File: config.mk
export PLATFORM = sky130hd
export DESIGN_NAME = tc140l_mem_arbiter
export DESIGN_NICKNAME = d
export VERILOG_FILES = /design/src/rtl/tc140l_pkg.sv /design/src/rtl/rr_pick2.sv /design/src/rtl/tc140l_mem_arbiter.sv
export SDC_FILE = /design/constraint.sdc
export NUM_CORES = 1
export LEC_CHECK = 0
export ABC_AREA = 1
export ABC_CLOCK_PERIOD_IN_PS = 2350
export CORE_MARGIN = 5
export CORE_UTILIZATION = 42
export CTS_CLUSTER_SIZE = 10
export DETAILED_ROUTE_END_ITERATION = 10
export PLACE_DENSITY = 0.84
export SLEW_MARGIN = 5
export SYNTH_ARGS = -nofsm -noshare
export SYNTH_HDL_FRONTEND = slang
export SYNTH_SLANG_ARGS = --single-unit
export TNS_END_PERCENT = 30
File: constraint.sdc
create_clock -name clock -period 2.35 [get_ports clock]
set_clock_uncertainty 0.2 [all_clocks]
set_input_delay 0.235 -clock clock [delete_from_list [all_inputs] [get_ports clock]]
set_output_delay 0.235 -clock clock [all_outputs]
set_load 0.02 [all_outputs]
File: src/rtl/tc140l_pkg.sv
// Shared constants for the tc140l memory arbiter: default widths, FSM state
// encoding and requester owner codes.
package tc140l_pkg;

  localparam int AW_DEF = 8;
  localparam int DW_DEF = 16;

  localparam logic [2:0] ST_IDLE    = 3'd0;
  localparam logic [2:0] ST_RD      = 3'd1;
  localparam logic [2:0] ST_RD_DATA = 3'd2;
  localparam logic [2:0] ST_WR      = 3'd3;
  localparam logic [2:0] ST_WR_HOLD = 3'd4;

  typedef enum logic [2:0] {
    IDLE    = ST_IDLE,
    RD      = ST_RD,
    RD_DATA = ST_RD_DATA,
    WR      = ST_WR,
    WR_HOLD = ST_WR_HOLD
  } state_e;

  typedef enum logic {
    OWN_CPU = 1'b0,
    OWN_HST = 1'b1
  } owner_e;

endpackage

File: src/rtl/rr_pick2.sv
// Combinational two-way picker: a lone requester always wins; on contention
// the CPU wins in fixed mode, otherwise whoever did not own the last access.
module rr_pick2
  import tc140l_pkg::*;
(
  input  logic [1:0] req_i,        // [0] = CPU, [1] = host
  input  owner_e     last_owner_i,
  input  logic       fixed_i,
  output owner_e     winner_o
);

  always_comb begin
    winner_o = OWN_CPU;
    case (req_i)
      2'b10: winner_o = OWN_HST;
      2'b11: begin
        if (fixed_i || last_owner_i == OWN_HST) winner_o = OWN_CPU;
        else                                    winner_o = OWN_HST;
      end
      default: winner_o = OWN_CPU;
    endcase
  end

endmodule

File: src/rtl/tc140l_mem_arbiter.sv
// Arbitrates the single-port program/data RAM between the tc140l CPU and the
// host loader, sequencing each access as a read or write cycle with a stable address.
module tc140l_mem_arbiter
  import tc140l_pkg::*;
#(
  parameter int AW         = AW_DEF,
  parameter int DW         = DW_DEF,
  parameter bit FIXED_PRIO = 1'b0
) (
  input  logic          clock,
  input  logic          reset_n,
  input  logic          cpu_req,
  input  logic          cpu_we,
  input  logic [AW-1:0] cpu_addr,
  input  logic [DW-1:0] cpu_wdata,
  output logic          cpu_gnt,
  output logic          cpu_rvalid,
  input  logic          hst_req,
  input  logic          hst_we,
  input  logic [AW-1:0] hst_addr,
  input  logic [DW-1:0] hst_wdata,
  output logic          hst_gnt,
  output logic          hst_rvalid,
  output logic [DW-1:0] rdata,
  output logic [AW-1:0] mem_addr,
  output logic [DW-1:0] mem_wdata,
  output logic          mem_we,
  input  logic [DW-1:0] mem_q
);

  state_e        state_q, state_d;
  owner_e        last_owner_q, last_owner_d;
  logic [AW-1:0] addr_q, addr_d;
  logic [DW-1:0] wdata_q, wdata_d;
  logic [DW-1:0] rdata_q, rdata_d;

  owner_e        winner;
  logic          sel_we;
  logic [AW-1:0] sel_addr;
  logic [DW-1:0] sel_wdata;

  rr_pick2 u_pick (
    .req_i       ({hst_req, cpu_req}),
    .last_owner_i(last_owner_q),
    .fixed_i     (FIXED_PRIO),
    .winner_o    (winner)
  );

  always_comb begin
    if (winner == OWN_CPU) begin
      sel_we    = cpu_we;
      sel_addr  = cpu_addr;
      sel_wdata = cpu_wdata;
    end else begin
      sel_we    = hst_we;
      sel_addr  = hst_addr;
      sel_wdata = hst_wdata;
    end
  end

  // NOTE: every next-state signal takes its hold value first, so no path through the case infers a latch.
  always_comb begin
    state_d      = state_q;
    last_owner_d = last_owner_q;
    addr_d       = addr_q;
    wdata_d      = wdata_q;
    rdata_d      = rdata_q;
    case (state_q)
      IDLE: begin
        if (cpu_req || hst_req) begin
          last_owner_d = winner;
          addr_d       = sel_addr;
          wdata_d      = sel_wdata;
          state_d      = sel_we ? WR : RD;
        end
      end
      RD: begin
        rdata_d = mem_q;  // captured on entry to RD_DATA so rdata is stable all cycle
        state_d = RD_DATA;
      end
      RD_DATA: state_d = IDLE;
      WR:      state_d = WR_HOLD;
      WR_HOLD: state_d = IDLE;
      default: state_d = IDLE;
    endcase
  end

  // NOTE: sequential state uses non-blocking assignments only, so every register samples pre-edge values.
  always_ff @(posedge clock or negedge reset_n) begin
    if (!reset_n) begin
      state_q      <= IDLE;
      last_owner_q <= OWN_HST;
      addr_q       <= '0;
      wdata_q      <= '0;
      rdata_q      <= '0;
    end else begin
      state_q      <= state_d;
      last_owner_q <= last_owner_d;
      addr_q       <= addr_d;
      wdata_q      <= wdata_d;
      rdata_q      <= rdata_d;
    end
  end

  // Strobes decode straight from the state register, so reset kills wren without waiting for a clock.
  assign mem_we     = (state_q == WR);
  assign mem_addr   = addr_q;
  assign mem_wdata  = wdata_q;
  assign rdata      = rdata_q;

  assign cpu_gnt    = (state_q == RD || state_q == WR) && (last_owner_q == OWN_CPU);
  assign hst_gnt    = (state_q == RD || state_q == WR) && (last_owner_q == OWN_HST);
  assign cpu_rvalid = (state_q == RD_DATA) && (last_owner_q == OWN_CPU);
  assign hst_rvalid = (state_q == RD_DATA) && (last_owner_q == OWN_HST);

endmodule

==> results of run 1 <==
[final cells by class]
| class | count | area [µm²] | share of cell area [%] |
|---|---|---|---|
| Tap cell | 70 | 87.6 | 2.57 |
| Multi-Input combinational cell | 217 | 913 | 26.8 |
| Inverter | 5 | 18.8 | 0.551 |
| Clock buffer | 8 | 90.1 | 2.65 |
| Timing Repair Buffer | 121 | 1190 | 35.0 |
| Sequential cell | 44 | 1100 | 32.4 |
[flip-flops by register name (all words and copies together), names as in the netlist]
register / count
mem_addr: 8
mem_wdata: 16
rdata: 16
last_owner_q: 1
state_q: 3
[worst min path at each step]
stage | start | end | slack [ns] | cells after the start
2_1_floorplan | reset_n | mem_addr[0] | -0.26 | 0
3_3_place_gp | reset_n | mem_wdata[3] | -0.04 | 1
3_5_place_dp | reset_n | mem_wdata[3] | -0.04 | 1
4_1_cts | reset_n | mem_wdata[3] | 0.18 | 2
5_1_grt | reset_n | mem_wdata[3] | 0.23 | 2
6_report | reset_n | mem_addr[3] | 0.20 | 2
[cell usage in the layout (no fill, tap or decap), types with 2 or more instances in the layout]
| cell | count |
|---|---|
| nor2_4 | 2 |
| clkbuf_8 | 6 |
| buf_4 | 6 |
| clkbuf_1 | 2 |
| inv_1 | 4 |
| clkdlybuf4s50_1 | 113 |
| dfrtp_1 | 43 |
| nand3_1 | 43 |
| nor2_1 | 6 |
| nand2_1 | 160 |
| nand2_2 | 2 |
[per-layer routing]
layer | GRT usage, % | up-vias | wire length, µm
met5 | 0 | - | 0
met4 | 5.15 | 0 | 81
met3 | 8.11 | 7 | 745
met2 | 33.4 | 104 | 3000
met1 | 22.0 | 992 | 2370
li1 | - | 1100 | -
[worst max-delay path: stages, from the launching register on]
cell	delay, ns
dfrtp_1	0.43
inv_1	0.17
nand3_1	0.11
nor2_1	0.11
clkdlybuf4s50_1	0.63
[kinds of logic (layout without fill, tap and decap cells)]
kind of cell | Yosys count | after routing | synth area share [%]
simple gates | 216 | 216 | 42.0
flops | 44 | 44 | 51.0
buf+inv | 21 | 134 | 6.72
compound gates | 1 | 1 | 0.231
[stage by stage]
stage	setup slack [ns]	power, mW	util [%]	area [µm²]	std cells
floorplan	1.01	2.70	-	2160	282
global placement	0.409	3.63	65.5	3300	456
detailed placement	0.334	3.70	65.5	3300	456
CTS	0.154	4.20	67.5	3400	465
global route	0.0761	4.46	67.5	3400	465
finish	0.172	4.15	67.5	3400	465
[power groups by stage]
stage	registers, mW	logic (mW)	clock network [mW]
after floorplan	1.73	0.966	0
after detailed placement	1.35	2.35	0
after global routing	1.40	2.54	0.520
after CTS	1.35	2.36	0.487
after global placement	1.35	2.29	0
final	1.35	2.32	0.473
==> reports/qor.yml, run 1 <==
dp_hpwl_mm: 4.76
sw_frac_of_total_pct: 42.8
endpoint: "cpu_rvalid"
crit_path_end_kind: "output pin"
grtUsageTotal_pct: 19.4
drt-total-wl_mm: 6.20
grt_pass1_wl_mm: 9.87
relSlewSlack_pct: 62.7
n_antenna_cell: 0
ios: 115
syn-mean-instance-area_um2: 7.66
yosysUniqueCellTypes: 17
sequentialPowerShare_pct: 32.6
drtAntennaViolNets: 0
r2r-end: "mem_wdata[9]"
reg2reg_from: "state_q[1]"
synth_most_common_cell: "nand2_1"
whs_ns: 0.196
ir_drop_mv: 0.558
synth_top_area_share_pct: 49.8
max_freq_mhz: 459
nets: 464
path_clk_slew_ns: 0.08
die_h_um: 81.7
combPwrFrac_pct: 56.0
p_leak_nw: 1.69
yosysWarnings: 0
rr_worst_depth: 5
worst_pin_slew_ns: 0.558
crit_type: "reg2out"
fin_tns_setup_ns: 0
hold_viol: 0
cts_made_buffers: 5
maxSlewViolCount: 0
vias: 2203
insertion_delay_ns: 0.28
power_density_mw_per_mm2: 1220
start_util_pct: 42.9
synth-main-ff-cell: "dfrtp_1"
syn_inst: 282
antenna_found_initial: 0
cts_resized: 0
rows: 26
drv_cap: 0
synth-edff-count: 0
clock-sinks: 44
gr-total-overflow: 0
syn_to_final_growth_pct: 57.5
grt_pass1_vias: 2144
required_ns: 1.91
power_frac_clock_pct: 11.4
postCtsHoldBufs: 1
crit_start: "state_q[0]"
die_width_um: 81.7
async_flop_share_pct: 100
cts-root-buf: "clkbuf_8"
rsz0062_at_grt: "no"
postCtsSetupBuffers: 0
synth-seq-cells: 44
viasPerCell: 4.74
core_area_mm2: 0.00504
p_int_mw: 2.37
startpoint_type: "flop"
r2r_setup_slack_ns: 0.59
gp_congestion: 0.766
die_area_mm2: 0.00668
nFillCells: 463
fin_crit_ns: 2.18
drc: 0
numPortBuffers: 114
hold_path_class: "in2async"
switchingPower_mw: 1.77
cp_max_fo: 5
status: "finished clean"
grt_max_degree: 27
cts_tree: "done"
ys_seq_area_share_pct: 51.0
cts_buffer_depth: 2
syn_area_mm2: 0.00216
critPathArrivalTime_ns: 1.74
wl_per_cell_um: 13.3
synthTopCellsByCount: "nand2_1, dfrtp_1, nand3_1"
yosysTopAreaCell: "dfrtp_1"
drive_gt1_share_pct: 5.57
initialDrtViolationCount: 65
fin_crit_sh_pct: 92.7
syn_nets: 352
cts_max_level: 2
synth.top_cells.by_area: "dfrtp_1, nand2_1, nand3_1"
dr.pass1.iters: 4
setup_violations: 0
No activity file was read; power rests on OpenSTA's default activity.
==> run 2, diff against run 1 <==
--- a/config.mk
+++ b/config.mk
@@ -7,10 +7,13 @@
 export LEC_CHECK = 0
 export ABC_AREA = 1
 export ABC_CLOCK_PERIOD_IN_PS = 2350
+export CAP_MARGIN = 20
 export CORE_MARGIN = 5
 export CORE_UTILIZATION = 42
+export CTS_BUF_LIST = sky130_fd_sc_hd__clkbuf_16
 export CTS_CLUSTER_SIZE = 10
 export DETAILED_ROUTE_END_ITERATION = 10
+export GPL_TIMING_DRIVEN = 0
 export PLACE_DENSITY = 0.84
 export SLEW_MARGIN = 5
 export SYNTH_ARGS = -nofsm -noshare
==> run 2 against run 1 <==
Sequential share of layout area fell by 1.2 points; non-clock buffer count grew 10; clock-buffer cell count decreased by 3; sequential cell count is the same; final area rose by 3.9%; clock power increased by 35%; core utilization up 2.7 points; largest cell class unchanged.
==> reports/qor.yml, run 2 (same netlist as run 1, synthesis figures left out) <==
status: "finished clean"
drtAntennaViolNets: 0  # unchanged
drv_cap: 0  # unchanged
grt_pass1_vias: 2181  # +1.7%
viasPerCell: 4.67  # -1.4%
postCtsHoldBufs: 1  # unchanged
wl_per_cell_um: 13.0  # -2.5%
ios: 115  # unchanged
placed_area_mm2: 0.00339  # +2.8%
hold_path_class: "in2reg"
n_antenna_cell: 0  # unchanged
drc: 0  # unchanged
setup_ws_ns: 0.201  # +0.0293 ns
grt_util_met3_pct: 9.54  # +1.4 points
multi_input_area_um2: 913  # unchanged
drive_gt1_share_pct: 7.67  # +2.1 points
core_area_mm2: 0.00504  # unchanged
grt.met2_usage_pct: 32.1  # -1.4 points
critPathArrivalTime_ns: 1.71  # -0.03 ns
whs_ns: 0.132  # -0.0641 ns
grt_use_met1_pct: 22.2  # +0.20 points
power_frac_clock_pct: 14.4  # +3.0 points
start_util_pct: 42.9  # unchanged
fin_crit_ns: 2.15  # -0.0293 ns
cts_made_buffers: 5  # unchanged
hold_viol: 0  # unchanged
sw_frac_of_total_pct: 41.0  # -1.8 points
relSlewSlack_pct: 72.6  # +9.9 points
die_width_um: 81.7  # unchanged
max_freq_mhz: 465  # +1.4%
die_area_mm2: 0.00668  # unchanged
cts_max_level: 2  # unchanged
dp_cells: 466  # +2.2%
gr-total-overflow: 0  # unchanged
required_ns: 1.91  # about the same
clock-sinks: 44  # unchanged
insertion_delay_ns: 0.28  # about the same
fin_tns_setup_ns: 0  # unchanged
rows: 26  # unchanged
drt-total-wl_mm: 6.16  # -0.58%
fin_crit_sh_pct: 91.4  # -1.2 points
nFillCells: 420  # -9.3%
vias: 2215  # +0.54%
antenna_found_initial: 0  # unchanged
grt_pass1_wl_mm: 9.97  # +0.98%
power_density_mw_per_mm2: 1250  # +2.7%
cp_max_fo: 4  # -1
rsz0062_at_grt: "no"
busiest_layer: "met2"
cts-root-buf: "clkbuf_16"
p_int_mw: 2.61  # +10%
layout_commonest_cell: "nand2_1"
dp_hpwl_mm: 4.77  # +0.21%
place_ws_ns: 0.491  # +0.157 ns
cts_buffer_depth: 2  # unchanged
syn_to_final_growth_pct: 63.7
worst_pin_slew_ns: 0.412  # -0.147 ns
fin_util_pct: 70.1  # +2.7 points
cts_tree: "done"
setup_violations: 0  # unchanged
sequentialPowerShare_pct: 30.5  # -2.1 points
gp_congestion: 0.736  # -3.9%
die_h_um: 81.7  # unchanged
crit_path_end_kind: "output pin"
numPortBuffers: 113  # -0.88%
postCtsSetupBuffers: 0  # unchanged
nets: 474  # +2.2%
r2r_setup_slack_ns: 0.83  # +0.24 ns
ir_drop_mv: 0.623  # +12%
path_clk_slew_ns: 0.06  # -0.02 ns
initialDrtViolationCount: 50  # -23%
maxSlewViolCount: 0  # unchanged
combPwrFrac_pct: 55.1  # -0.9 points
grtUsageTotal_pct: 19.4  # +0.047 points
cts_resized: 0  # unchanged
register_area_mm2: 0.00110  # unchanged
layout_common_cells: "nand2_1, clkdlybuf4s50_1, nand3_1, dfrtp_1"
stdcell_count: 474  # +1.9%
switchingPower_mw: 1.81  # +2.3%
p_leak_nw: 1.76  # +4.1%
crit_type: "reg2out"
stdcell_area_mm2: 0.00354  # +3.9%
dr.pass1.iters: 5  # +1
finalPower_mw: 4.43  # +6.8%
grt_max_degree: 30  # +11%
startpoint_type: "flop"
## run 2: cell types whose count changed in the layout (fill, tap and decap cells not counted), sizes merged
cell | before | now
clkinv | 0 | 2
buf | 7 | 17
clkdlybuf4s50 | 113 | 112
clkbuf | 8 | 6
## run 2: area by class of cell
class,count,area share (%)
plain buffers,16,3.57
clock buffers,5,3.54
clock inverters,2,0.212
inverters,5,0.531
multi-input cells,217,25.8
flip-flops and latches,44,31.2
well taps,70,2.48
repair buffers,115,32.7
## run 2: power groups by stage
| stage | clock network (mW) | logic (mW) | registers [mW] |
|---|---|---|---|
| CTS | 0.652 | 2.48 | 1.35 |
| floorplan | 0 | 0.966 | 1.73 |
| global placement | 0 | 2.41 | 1.34 |
| finish | 0.637 | 2.44 | 1.35 |
| global route | 0.678 | 2.68 | 1.39 |
| detailed placement | 0 | 2.47 | 1.35 |
## run 2: worst max-delay path: stages, from the launching register on
cell and delay [ns]:
dfrtp_1 0.38, inv_1 0.16, nand3_1 0.15, nor2_1 0.13, clkdlybuf4s50_1 0.62
## run 2: layer usage
layer | routed length, µm | part of all wire, %
met1 | 2370 | 38
met2 | 2910 | 47
met3 | 841 | 14
met4 | 42 | 0.68
met5 | 0 | 0
## run 2: worst paths after layout
check,startpoint,to,cells after the start
max,state_q[0],hst_rvalid,4
min,hst_req,mem_wdata[4],5
max reg2reg,last_owner_q,mem_addr[0],7
min reg2reg,rdata[5],rdata[5],2
max in group asynchronous,reset_n,last_owner_q,3
min in group asynchronous,reset_n,mem_wdata[3],2
==> run 3, diff against run 2 <==
--- a/config.mk
+++ b/config.mk
@@ -5,16 +5,16 @@
 export SDC_FILE = /design/constraint.sdc
 export NUM_CORES = 1
 export LEC_CHECK = 0
-export ABC_AREA = 1
+export ABC_AREA = 0
 export ABC_CLOCK_PERIOD_IN_PS = 2350
 export CAP_MARGIN = 20
 export CORE_MARGIN = 5
-export CORE_UTILIZATION = 42
+export CORE_UTILIZATION = 40
 export CTS_BUF_LIST = sky130_fd_sc_hd__clkbuf_16
 export CTS_CLUSTER_SIZE = 10
 export DETAILED_ROUTE_END_ITERATION = 10
 export GPL_TIMING_DRIVEN = 0
-export PLACE_DENSITY = 0.84
+export PLACE_DENSITY = 0.85
 export SLEW_MARGIN = 5
 export SYNTH_ARGS = -nofsm -noshare
 export SYNTH_HDL_FRONTEND = slang
==> constraint.sdc (replaced) <==
create_clock -name clock -period 2.35 [get_ports clock]
set_clock_uncertainty 0.2 [all_clocks]
set_input_delay 0.235 -clock clock [delete_from_list [all_inputs] [get_ports clock]]
set_output_delay 0.235 -clock clock [all_outputs]
set_load 0.005 [all_outputs]
==> run 3 against run 2 <==
Area after synthesis fell by 13%; power fell by 9.9%; die area fell by 7.2%; via count fell by 25%; register-to-register slack got worse by 0.43 ns; largest power group unchanged.
==> reports/qor.yml, run 3 <==
drv_cap: 0  # unchanged
hold_path_class: "reg2reg"
status: "finished clean"
dp_cells: 309  # -34%
yosysUniqueCellTypes: 23  # +6
whs_path_depth: 1  # -4
synth-seq-cells: 44  # unchanged
cts_made_buffers: 5  # unchanged
rsz0062_at_grt: "no"
synth-edff-count: 0  # unchanged
drtAntennaViolNets: 0  # unchanged
cts_tree: "done"
nets: 333  # -30%
syn-mean-instance-area_um2: 13.5  # +76%
clock-sinks: 44  # unchanged
dp_hpwl_mm: 4.06  # -15%
required_ns: 1.91  # about the same
synth_most_common_cell: "dfrtp_1"
grt_pass1_vias: 1740  # -20%
drc: 0  # unchanged
syn_to_final_growth_pct: 73.0
path_clk_slew_ns: 0.06  # about the same
sw_frac_of_total_pct: 29.4  # -12 points
power_density_mw_per_mm2: 1220  # -2.5%
cts-root-buf: "clkbuf_16"
critPathArrivalTime_ns: 1.60  # -0.11 ns
grt_pass1_wl_mm: 8.38  # -16%
maxSlewViolCount: 0  # unchanged
startpoint_type: "flop"
ys_seq_area_share_pct: 58.3  # +7.3 points
nFillCells: 349  # -17%
drive_gt1_share_pct: 19.7  # +12 points
setup_violations: 0  # unchanged
rows: 25  # -3.8%
fin_util_pct: 70.1  # about the same
grtUsageTotal_pct: 17.3  # -2.1 points
async_flop_share_pct: 100  # unchanged
ios: 115  # unchanged
n_antenna_cell: 0  # unchanged
drt-total-wl_mm: 5.27  # -15%
reg2reg_from: "last_owner_q"
cpMaxStageDelayCell: "clkdlybuf4s50_1"
vias: 1654  # -25%
sequentialPowerShare_pct: 34.1  # +3.6 points
die_h_um: 78.7  # -3.7%
crit_type: "reg2out"
cts_max_level: 2  # unchanged
worstPathCellList: "nor2_1 -> and3_1 -> clkdlybuf4s50_1"
viasPerCell: 5.20  # +11%
die_width_um: 78.7  # -3.7%
synthTopCellsByCount: "dfrtp_1, or3_1, o221a_2"
relSlewSlack_pct: 62.6  # -10 points
hold_start: "state_q[2]"
ir_drop_mv: 0.683  # +9.6%
switchingPower_mw: 1.17  # -35%
p_int_mw: 2.82  # +7.8%
crit_start: "state_q[0]"
gr-total-overflow: 0  # unchanged
grt_max_degree: 24  # -20%
synth-main-ff-cell: "dfrtp_1"
start_util_pct: 40.5  # -2.3 points
synth.top_cells.by_area: "dfrtp_1, o221a_2, or3_1"
insertion_delay_ns: 0.27  # about the same
combPwrFrac_pct: 49.6  # -5.5 points
cts_buffer_depth: 2  # unchanged
core_area_mm2: 0.00466  # -7.6%
syn_inst: 140  # -50%
initialDrtViolationCount: 55  # +10%
p_leak_nw: 1.30  # -27%
numPortBuffers: 114  # +0.88%
stdcell_count: 318  # -33%
wl_per_cell_um: 16.6  # +27%
synth_top_area_share_pct: 57.0  # +7.2 points
gp_congestion: 0.829  # +13%
crit_path_end_kind: "output pin"
layout_common_cells: "clkdlybuf4s50_1, dfrtp_1, or3_1, o221a_2, mux2_2"
fin_crit_ns: 2.03  # -0.118 ns
cp_max_fo: 4  # unchanged
slowest_delay_ns: 0.50  # -0.12 ns
layout_commonest_cell: "clkdlybuf4s50_1"
syn_area_mm2: 0.00189  # -13%
antenna_found_initial: 0  # unchanged
rr_worst_depth: 4  # -3
yosysWarnings: 0  # unchanged
max_freq_mhz: 492  # +5.8%
dr.pass1.iters: 4  # -1
yosysTopAreaCell: "dfrtp_1"
finalPower_mw: 3.99  # -9.9%
worst_pin_slew_ns: 0.562  # +0.150 ns
postCtsSetupBuffers: 0  # unchanged
syn_nets: 210  # -40%
die_area_mm2: 0.00620  # -7.2%
power_frac_clock_pct: 16.3  # +1.9 points
hold_viol: 0  # unchanged
fin_crit_sh_pct: 86.4  # -5.0 points
## run 3: changes by cell type after synthesis, moves of 3 or more
cell and change:
mux2_1 +6, nand3_1 -42, or3_1 +25, clkbuf_1 +3, mux2_2 +10, nand2_1 -159, buf_6 -4, buf_2 -3
o221a_2 +24
## run 3: path summary, 6_finish.rpt
path / end / slack, ns
max: hst_rvalid / 0.32
min: state_q[1] / 0.27
max reg2reg: mem_wdata[14] / 0.40
min reg2reg: state_q[1] / 0.27
max in group asynchronous: last_owner_q / 1.09
min in group asynchronous: mem_wdata[10] / 0.28
## run 3: routing by layer
layer	routed length (µm)	up-vias	share of wire, %	GRT usage (%)
li1	-	788	-	-
met1	2070	786	39	19.7
met2	2610	72	50	29.0
met3	483	8	9.2	7.14
met4	104	0	2.0	6.29
met5	0	-	0	0
## run 3: cell families after synthesis
family | after synthesis | synth area share [%]
compound gates | 28 | 15.9
mux | 16 | 9.54
buf+inv | 12 | 3.71
simple gates | 40 | 12.5
flops | 44 | 58.3
## run 3: power by group through the flow
stage | registers, mW | clock network, mW | logic [mW]
2_1_floorplan | 1.38 | 0 | 0.893
3_3_place_gp | 1.35 | 0 | 1.96
3_5_place_dp | 1.36 | 0 | 2.01
4_1_cts | 1.36 | 0.657 | 2.02
5_1_grt | 1.41 | 0.696 | 2.15
6_report | 1.36 | 0.649 | 1.98
## run 3: critical path, delay by kind of cell (launching register included)
kind / cells / cell delay, ns
DFF: 1 / 0.40
buffers and inverters: 1 / 0.50
and+or+nand+nor: 2 / 0.42
## run 3: final cells by class
cell class	instances	area [µm²]	share of cell area (%)
repair buffers	116	1170	35.9
plain buffers	10	62.6	1.91
clock buffers	5	125	3.83
inverters	2	7.51	0.230
multi-input cells	84	717	21.9
flip-flops and latches	44	1100	33.7
well taps	54	67.6	2.07
clock inverters	3	12.5	0.383
## run 3: what timing repair did
item / in CTS / in global routing
gates resized for setup: 0 / 0
endpoints found under the hold margin: 22 / 0
hold buffers: 1 / 0
## run 3: through the flow
stage	TNS, ns	setup slack, ns	area, µm²	hold slack [ns]
CTS	0	0.299	3270	0.262
global placement	-13.47	-0.315	3100	0.258
finish	0	0.320	3270	0.270
global route	0	0.251	3270	0.301
floorplan	0	0.527	1890	-0.261
detailed placement	0	0.273	3120	0.0596
